`config.mk`:
```
export PLATFORM = sky130hd
export DESIGN_NAME = uart_rx_sniffer
export DESIGN_NICKNAME = d
export VERILOG_FILES = /design/src/rtl/uart_sniffer_pkg.sv /design/src/rtl/uart_byte_fifo.sv /design/src/rtl/uart_rx_sniffer.sv
export SDC_FILE = /design/constraint.sdc
export NUM_CORES = 1
export LEC_CHECK = 0
export ABC_AREA = 1
export CELL_PAD_IN_SITES_DETAIL_PLACEMENT = 0
export CELL_PAD_IN_SITES_GLOBAL_PLACEMENT = 1
export CORE_MARGIN = 5
export CORE_UTILIZATION = 49
export CTS_CLUSTER_SIZE = 10
export DETAILED_ROUTE_END_ITERATION = 8
export GPL_TIMING_DRIVEN = 0
export MAX_ROUTING_LAYER = met4
export PLACE_DENSITY = 0.84
export SLEW_MARGIN = 20
export SYNTH_ARGS = -nofsm -noshare
export SYNTH_HDL_FRONTEND = slang
export SYNTH_SLANG_ARGS = --single-unit
export TNS_END_PERCENT = 100
```
`constraint.sdc`:
```
create_clock -name clk -period 3 [get_ports clk]
set_input_delay 0.75 -clock clk [delete_from_list [all_inputs] [get_ports clk]]
set_output_delay 0.75 -clock clk [all_outputs]
set_load 0.02 [all_outputs]
```
`src/rtl/uart_sniffer_pkg.sv`:
```
// uart_sniffer_pkg: shared types for the UART console sniffer.
`default_nettype none
`timescale 1ns/100ps

package uart_sniffer_pkg;

  typedef enum logic [2:0] {
    IDLE  = 3'd0,
    START = 3'd1,
    DATA  = 3'd2,
    STOP  = 3'd3,
    BREAK = 3'd4
  } rx_state_e;

  typedef logic [7:0] rx_byte_t;

  localparam int unsigned BITS_PER_BYTE = 8;

endpackage

`default_nettype wire

```
`src/rtl/uart_byte_fifo.sv`:
```
// uart_byte_fifo: register-based byte FIFO with registered head output.
`default_nettype none
`timescale 1ns/100ps

module uart_byte_fifo
  import uart_sniffer_pkg::*;
#(
  parameter int unsigned DEPTH = 16
) (
  input  logic                     clk,
  input  logic                     rst_n,
  input  logic                     clr_i,
  input  logic                     push_i,
  input  rx_byte_t                 wdata_i,
  input  logic                     pop_i,
  output rx_byte_t                 rdata_o,
  output logic                     full_o,
  output logic                     empty_o,
  output logic [$clog2(DEPTH):0]   level_o
);

  localparam int unsigned PTR_W = $clog2(DEPTH);
  localparam int unsigned LVL_W = PTR_W + 1;

  rx_byte_t          mem_q [DEPTH];
  logic [PTR_W-1:0]  wr_ptr_q, rd_ptr_q, rd_next;
  logic [LVL_W-1:0]  level_q, level_d;
  rx_byte_t          rdata_q, rdata_d;
  logic              do_push, do_pop;

  assign full_o  = (level_q == LVL_W'(DEPTH));
  assign empty_o = (level_q == '0);
  assign do_pop  = pop_i & ~empty_o;
  // A full FIFO still accepts a push when the head leaves in the same cycle.
  assign do_push = push_i & (~full_o | do_pop);
  assign rd_next = rd_ptr_q + PTR_W'(do_pop);

  always_comb begin
    level_d = level_q;
    if (do_push && !do_pop) begin
      level_d = level_q + LVL_W'(1);
    end else if (!do_push && do_pop) begin
      level_d = level_q - LVL_W'(1);
    end
  end

  // Next head: bypass the incoming byte when it lands in the slot about to become head.
  always_comb begin
    rdata_d = rdata_q;
    if (level_d != '0) begin
      if (do_push && (wr_ptr_q == rd_next)) begin
        rdata_d = wdata_i;
      end else begin
        rdata_d = mem_q[rd_next];
      end
    end
  end

  always_ff @(posedge clk) begin
    if (do_push && !clr_i) begin
      mem_q[wr_ptr_q] <= wdata_i;
    end
  end

  always_ff @(posedge clk or negedge rst_n) begin
    if (!rst_n) begin
      wr_ptr_q <= '0;
      rd_ptr_q <= '0;
      level_q  <= '0;
      rdata_q  <= '0;
    end else if (clr_i) begin
      wr_ptr_q <= '0;
      rd_ptr_q <= '0;
      level_q  <= '0;
      rdata_q  <= '0;
    end else begin
      if (do_push) wr_ptr_q <= wr_ptr_q + PTR_W'(1);
      if (do_pop)  rd_ptr_q <= rd_ptr_q + PTR_W'(1);
      level_q <= level_d;
      rdata_q <= rdata_d;
    end
  end

  assign rdata_o = rdata_q;
  assign level_o = level_q;

endmodule

`default_nettype wire

```
`src/rtl/uart_rx_sniffer.sv`:
```
// uart_rx_sniffer: 8N1 receiver on the SoC console pin feeding a byte FIFO
// with a valid/ready output and sticky frame-error / overflow flags.
`default_nettype none
`timescale 1ns/100ps

module uart_rx_sniffer
  import uart_sniffer_pkg::*;
#(
  parameter int unsigned CLKS_PER_BIT = 217,
  parameter int unsigned FIFO_DEPTH   = 16
) (
  input  logic                          clk,
  input  logic                          rst_n,
  input  logic                          en_i,
  input  logic                          clr_i,
  input  logic                          rx_i,
  output logic [7:0]                    rdata_o,
  output logic                          rvalid_o,
  input  logic                          rready_i,
  output logic [$clog2(FIFO_DEPTH):0]   level_o,
  output logic                          frame_err_o,
  output logic                          overflow_o
);

  localparam int unsigned CNT_W = $clog2(CLKS_PER_BIT);
  localparam logic [CNT_W-1:0] CNT_HALF = CNT_W'(CLKS_PER_BIT/2 - 1);
  localparam logic [CNT_W-1:0] CNT_FULL = CNT_W'(CLKS_PER_BIT - 1);

  logic        sync1_q, rx_s_q, rx_q;
  logic        fall;
  rx_state_e   state_q;
  logic [CNT_W-1:0] cnt_q;
  logic [2:0]  idx_q;
  rx_byte_t    shift_q;
  logic        push_q;
  logic        frame_err_q, overflow_q;
  logic        pop, full, empty, drop;

  always_ff @(posedge clk or negedge rst_n) begin
    if (!rst_n) begin
      sync1_q <= 1'b1;
      rx_s_q  <= 1'b1;
      rx_q    <= 1'b1;
    end else begin
      sync1_q <= rx_i;
      rx_s_q  <= sync1_q;
      rx_q    <= rx_s_q;
    end
  end

  assign fall = rx_q & ~rx_s_q;

  always_ff @(posedge clk or negedge rst_n) begin
    if (!rst_n) begin
      state_q     <= IDLE;
      cnt_q       <= '0;
      idx_q       <= '0;
      shift_q     <= '0;
      push_q      <= 1'b0;
      frame_err_q <= 1'b0;
    end else begin
      push_q <= 1'b0;
      if (clr_i) frame_err_q <= 1'b0;
      if (!en_i) begin
        state_q <= IDLE;
      end else begin
        unique case (state_q)
          IDLE: begin
            if (fall) begin
              cnt_q   <= CNT_HALF;
              state_q <= START;
            end
          end
          START: begin
            if (cnt_q == '0) begin
              if (!rx_s_q) begin
                cnt_q   <= CNT_FULL;
                idx_q   <= '0;
                state_q <= DATA;
              end else begin
                state_q <= IDLE;
              end
            end else begin
              cnt_q <= cnt_q - CNT_W'(1);
            end
          end
          DATA: begin
            if (cnt_q == '0) begin
              shift_q <= {rx_s_q, shift_q[7:1]};
              cnt_q   <= CNT_FULL;
              if (idx_q == 3'd7) begin
                state_q <= STOP;
              end else begin
                idx_q <= idx_q + 3'd1;
              end
            end else begin
              cnt_q <= cnt_q - CNT_W'(1);
            end
          end
          STOP: begin
            if (cnt_q == '0) begin
              if (rx_s_q) begin
                push_q  <= 1'b1;
                state_q <= IDLE;
              end else begin
                if (!clr_i) frame_err_q <= 1'b1;
                state_q <= BREAK;
              end
            end else begin
              cnt_q <= cnt_q - CNT_W'(1);
            end
          end
          BREAK: begin
            if (rx_s_q) state_q <= IDLE;
          end
          default: state_q <= IDLE;
        endcase
      end
    end
  end

  assign pop  = rvalid_o & rready_i;
  assign drop = push_q & full & ~pop;

  always_ff @(posedge clk or negedge rst_n) begin
    if (!rst_n) begin
      overflow_q <= 1'b0;
    end else if (clr_i) begin
      overflow_q <= 1'b0;
    end else if (drop) begin
      overflow_q <= 1'b1;
    end
  end

  uart_byte_fifo #(
    .DEPTH (FIFO_DEPTH)
  ) u_fifo (
    .clk     (clk),
    .rst_n   (rst_n),
    .clr_i   (clr_i),
    .push_i  (push_q),
    .wdata_i (shift_q),
    .pop_i   (pop),
    .rdata_o (rdata_o),
    .full_o  (full),
    .empty_o (empty),
    .level_o (level_o)
  );

  assign rvalid_o    = ~empty;
  assign frame_err_o = frame_err_q;
  assign overflow_o  = overflow_q;

endmodule

`default_nettype wire
```
; After elaboration in Yosys (flattened, before gate mapping)
; Memory sizes are Yosys's and may differ from the RTL's.
; Cells that the tools add are included.
[classes]
addsub = 7
n_eq_ne = 20
n_mux = 45
bitwise = 11
reduce_logical = 21
[op_table]
columns = operator, n
row1 = 2-to-1 mux 8 bit, 8
row2 = 2-to-1 mux 3 bit, 12
row3 = case mux 8 bit (4 select lines), 1
row4 = != test 3 bit (second input constant), 7
row5 = 2-to-1 mux 4 bit, 4
row6 = 2-to-1 mux 5 bit, 3
row7 = case mux 3 bit (5 select lines), 1
row8 = 2-to-1 mux 1 bit, 14
row9 = != test 2 bit (second input constant), 6
row10 = AND reduction 6 bit, 2
row11 = nonzero test 2 bit, 5
row12 = adder 4 x 1 -> 4 bit (second input constant), 2
row13 = logical NOT 8 bit, 1
row14 = subtractor 8 x 1 -> 8 bit (second input constant), 1
row15 = bitwise AND 1 bit, 6
row16 = equality test 3 x 2 -> 1 bit (second input constant), 2
row17 = equality test 3 bit (second input constant), 2
row18 = case mux 3 bit (2 select lines), 1
row19 = adder 5 x 1 -> 5 bit (second input constant), 1
row20 = equality test 5 bit (second input constant), 1
row21 = logical NOT 5 bit, 1
row22 = AND reduction 5 bit, 1
row23 = nonzero test 5 bit, 1
row24 = subtractor 5 x 1 -> 5 bit (second input constant), 1
row25 = 12 further kinds, 20
[word_totals]
reg_bits = 49
mem_bits_rw = 128
inputBits = 6
output_inout_bits = 16
elab_cells = 119
n_memories = 1
[memory_table]
columns = name, depth, word_bits, read_ports, rd_ports_with_merged_regs, wr, line
row1 = u_fifo.mem_q, 16, 8, 1, 0, 1, uart_byte_fifo.sv:25  ; rx_byte_t mem_q [DEPTH];

; Depth between registers and ports, before layout
[depth]
ltp_word = 13
mapped_depth = 19
depth_no_buf = 17

; By module
; Synthesis repeated with hierarchy kept, for this count alone.
[hier_totals]
hier_cells = 843
hier_area_um2 = 8232.9
[modules_own_cells]
columns = module, n_inst, cells_per_inst, area_each_um2, seq_area_each_um2
row1 = uart_byte_fifo, 1, 654, 6756.5, 4369.2
row2 = uart_rx_sniffer, 1, 189, 1476.4, 704.4

; Worst setup path before layout
; Ideal clock, no wire load.
[synth_path]
kind = register to register
from = register u_fifo.level_q[0], in the netlist u_fifo.level_o[0]
to = register u_fifo.rdata_q[1], in the netlist u_fifo.rdata_o[1]
setup_ns = 0.117
arrival_time_ns = 2.752
required_time_ns = 2.883
slack_ns = 0.131
path_stages_with_launch = 20
path_buffers = 2
synth_period_minus_slack_ns = 2.869
cell_sequence = dfrtp_1 inv_1 ha_1 nand3_4 nand2_4 inv_1 ha_1 ha_1 buf_2 inv_2 clkbuf_1 nand3_1 nand3_1 nand3_1 nand2_1 nand2_1 nand2_1 nor2_1 nand2_1 nand2_1
[synth_via]
elab_chain_cells = 12
elab_cells_between_ends = 25
classes_between = add/sub: 3 / eq/ne: 2 / mux: 5 / bitwise: 6 / reduce/logical: 8 / memory: 1
[synth_rtl]
columns = element, line
row1 = start: declaration, uart_byte_fifo.sv:27  ; logic [LVL_W-1:0] level_q, level_d;
row2 = start signal: assignment, uart_byte_fifo.sv:79  ; level_q <= level_d;
row3 = logical NOT 5 bit (*), uart_byte_fifo.sv:32  ; assign empty_o = (level_q == '0);
row4 = NOT 1 bit (*), uart_rx_sniffer.sv:150  ; assign rvalid_o = ~empty;
row5 = net rvalid_o, uart_rx_sniffer.sv:18  ; output logic rvalid_o,
row6 = bitwise AND 1 bit, uart_rx_sniffer.sv:122  ; assign pop = rvalid_o & rready_i;
row7 = bitwise AND 1 bit (*), uart_byte_fifo.sv:33  ; assign do_pop = pop_i & ~empty_o;
row8 = "parallel branches: the longest is 8 deep, another holds memory (16 x 8 bit)", -
row9 = end signal: assignment, uart_byte_fifo.sv:80  ; rdata_q <= rdata_d;
row10 = end: declaration, uart_byte_fifo.sv:28  ; rx_byte_t rdata_q, rdata_d;
; Mark *: on every way through the listed nets, which the timed path passes. The select of a mux whose other input is x is not followed.
; A chain may end at the register's enable or synchronous reset.

; Final worst setup path
[layout_path]
from = input port rready_i
to = register u_fifo.rdata_q[7], in the netlist u_fifo.rdata_o[7]
[layout_via]
elab_chain_cells = 10
elab_cells_between_ends = 19
classes_between = add/sub: 1 / eq/ne: 1 / mux: 5 / bitwise: 4 / reduce/logical: 7 / memory: 1
[layout_rtl]
columns = element, line
row1 = start: declaration, uart_rx_sniffer.sv:19  ; input logic rready_i,
row2 = bitwise AND 1 bit (*), uart_rx_sniffer.sv:122
row3 = bitwise AND 1 bit (*), uart_byte_fifo.sv:33
row4 = "parallel branches: the longest is 8 deep, another holds memory (16 x 8 bit)", -
; Every way passes the cells marked *. The select of a mux whose other input is x is not followed.

==> reports/results.tsv <==
metric	value	unit
status	finished clean	
ys async rst share	0.277	
number of global-route vias before repair	5624	
clock root buffer	clkbuf_16	
commonest cells in the netlist	245 x nand2_1, 137 x nand3_1, 128 x edfxtp_1	
hold crit path type	primary input to asynchronous set/reset pin	
# fillers	1370	
Die ar.	0.0192	mm^2
initial drt markers	432	
Worst Slack Setup Final	0.178	ns
H-Tree Depth	4	
Power Density	960	mW/mm^2
Post-route DRC	0	
CTS buffer count	17	
fin nets	869	
Routed Wire Length	18.6	mm
Yosys top cell by area	edfxtp_1	
Chip Width	139	um
fraction of layout cells with a size suffix above 1	0.136	
Tmin final	2.82	ns
Routed wire per std cell	17.2	um
clk slew on worst S/H paths	0.07	ns
Mapped Cells	801	
RSZ-0062 raised after global routing	false	
via count	5836	
ANT cells	0	
synth top area cells	edfxtp_1 47%, dfrtp_1 14%, nand2_1 11%	
Layout Area Growth over Synthesis	16.9	%
Ports	22	
setup violators final	0	
proportion of netlist area held by the largest area contributor	0.474	
clk_lat worst skew	0.43	ns
all-layer global routing usage	0.204	
top_reg_cell synth	edfxtp_1	
WHS	0.288	ns
core area	0.0164	mm^2
# clock sinks	177	
fin crit share	0.941	
Static Leakage	3.57	nW
Ys Warns	0	
initial antenna violation count	0	
Data required, critical path	3.38	ns
# rows	47	
first-pass GRT wire length	29.8	mm
CP Capture Type	flip-flop	
Syn Nets	821	
Post-synth EDFFs	128	
drt pass-1 iters	5	
Longest Clk Path Bufs	2	
Starting Density	0.494	
Pins Over Slew Limit	0	
setup_tns	0	ns
TritonCTS clock tree	built	
PortBufs	21	
worst-path fanout max	10	
Arr. time, crit path	3.20	ns
Die Y	139	um
Cell Area, Synth	0.00810	mm^2
actual slew at the worst max-slew pin	0.798	ns
largest net degree at the start of global routing	29	
Avg Inst Size Synth	10.1	um^2
pre-CTS setup slack	-0.789	ns
post-route clock skew	0.0105	ns
Fmax	0.354	GHz
vias per cell	5.39	
Fin. Hold Viols	0	
grt total ovfl	0	
RD Place Congestion	0.862	
dpl hpwl	12.7	mm
relative slew slack	0.468	
WS Path Type	primary input to flip-flop	
antenna-violating nets left	0	
number of synthesized register bits	177	
CTS Hold Buffers Added	0	
Tot Pwr	0.00910	W
Max Cap Violations	0	
Final Core Density	0.578	
count leader, synth	nand2_1	
CP Launch Type	primary input	
VDD IR-drop max	580	uV
post-synthesis sequential area ratio	0.626	
number of distinct library cells after synthesis	41	
-- cells by family (layout without fill, tap and decap cells) --
kind of cell,Yosys count,after routing,synth area share
and+or+nand+nor,479,480,0.270
DFF,177,177,0.626
buffers and inverters,83,143,0.0401
AOI/OAI and AO/OA,40,40,0.0301
adders and majority gates,14,14,0.0216
xor gates and xnor gates,8,8,0.0119
-- what timing repair did --
action                                  CTS  global route
buffers inserted                          1             6
resized for setup                        37            37
pin swaps                                 1             2
gates cloned                              1             0
endpoints found under the setup margin   48            16
-- worst paths after layout --
kind,startpoint,to,slack (ns),depth (start not counted)
max reg2reg,u_fifo.level_o[1],u_fifo.rdata_o[5],0.23,17
max,rready_i,u_fifo.rdata_o[7],0.18,15
min,rst_n,u_fifo.rdata_o[5],0.29,1
min in group clk,sync1_q,rx_s_q,0.36,0
max in group asynchronous,rst_n,rx_s_q,2.09,2
min reg2reg,sync1_q,rx_s_q,0.36,0
-- final cells by class --
type / instances / area [um^2] / share of cell area
inverters: 55 / 211 / 0.0223
clock buffers: 19 / 433 / 0.0457
multi-input cells: 542 / 2840 / 0.300
repair buffers: 29 / 278 / 0.0293
well taps: 220 / 275 / 0.0290
flip-flops and latches: 177 / 5080 / 0.536
plain buffers: 27 / 214 / 0.0226
clock inverters: 13 / 150 / 0.0158
-- critical path: stages --
cell	delay, ns
clkdlybuf4s50_1	0.59
nand2_4	0.10
inv_1	0.16
ha_4	0.18
ha_4	0.19
xor2_4	0.26
clkbuf_4	0.27
nand3_1	0.08
nand3_1	0.12
nand2_1	0.12
nand2_1	0.09
nand2_1	0.05
nor2_1	0.09
nand2_1	0.07
nand2_1	0.06
-- layout by cell type (no fill, tap or decap), types with 4 or more instances in the layout --
cell and instances:
ha_1 11, nor3_1 9, buf_4 10, o21a_1 4, clkbuf_16 17, a21oi_1 5
xor2_1 4, nor3_2 12, nand2_1 245, buf_6 6, o21ai_0 9, edfxtp_1 128
inv_2 8, nand4_1 13, nor2_1 43, clkdlybuf4s50_1 20, dfrtp_1 44, clkbuf_1 5
buf_2 4, clkbuf_4 8, o21ai_1 12, nand3_1 136, inv_1 45
-- flip-flops by register name, indices dropped and copies added, names as in the netlist --
| signal | count |
|---|---|
| rx_s_q | 1 |
| shift_q | 8 |
| rx_q | 1 |
| u_fifo.rdata_o | 8 |
| push_q | 1 |
| overflow_o | 1 |
| state_q | 3 |
| u_fifo.rd_ptr_q | 4 |
| cnt_q | 8 |
| u_fifo.level_o | 5 |
| idx_q | 3 |
| u_fifo.mem_q | 128 |
| sync1_q | 1 |
| frame_err_o | 1 |
| u_fifo.wr_ptr_q | 4 |
-- metrics by stage --
| step | cell area [um^2] | cells |
|---|---|---|
| floorplan | 8100 | 801 |
| global placement | 8590 | 1042 |
| detailed placement | 8630 | 1043 |
| CTS | 9340 | 1076 |
| global route | 9480 | 1082 |
| finish | 9480 | 1082 |
-- report_power, final --
part	internal (W)	switching, W
registers	0.00273	0.000116
clock network	0.00124	0.000947
logic	0.00148	0.00258
total	0.00545	0.00365
-- routing by layer --
layer	global-route usage	routed length, um	part of all wire
met1	0.265	7930	0.43
met2	0.329	9170	0.49
met3	0.0372	1090	0.059
met4	0.0634	369	0.020
met5	-	0	0
(Power assumes the default switching activity.)
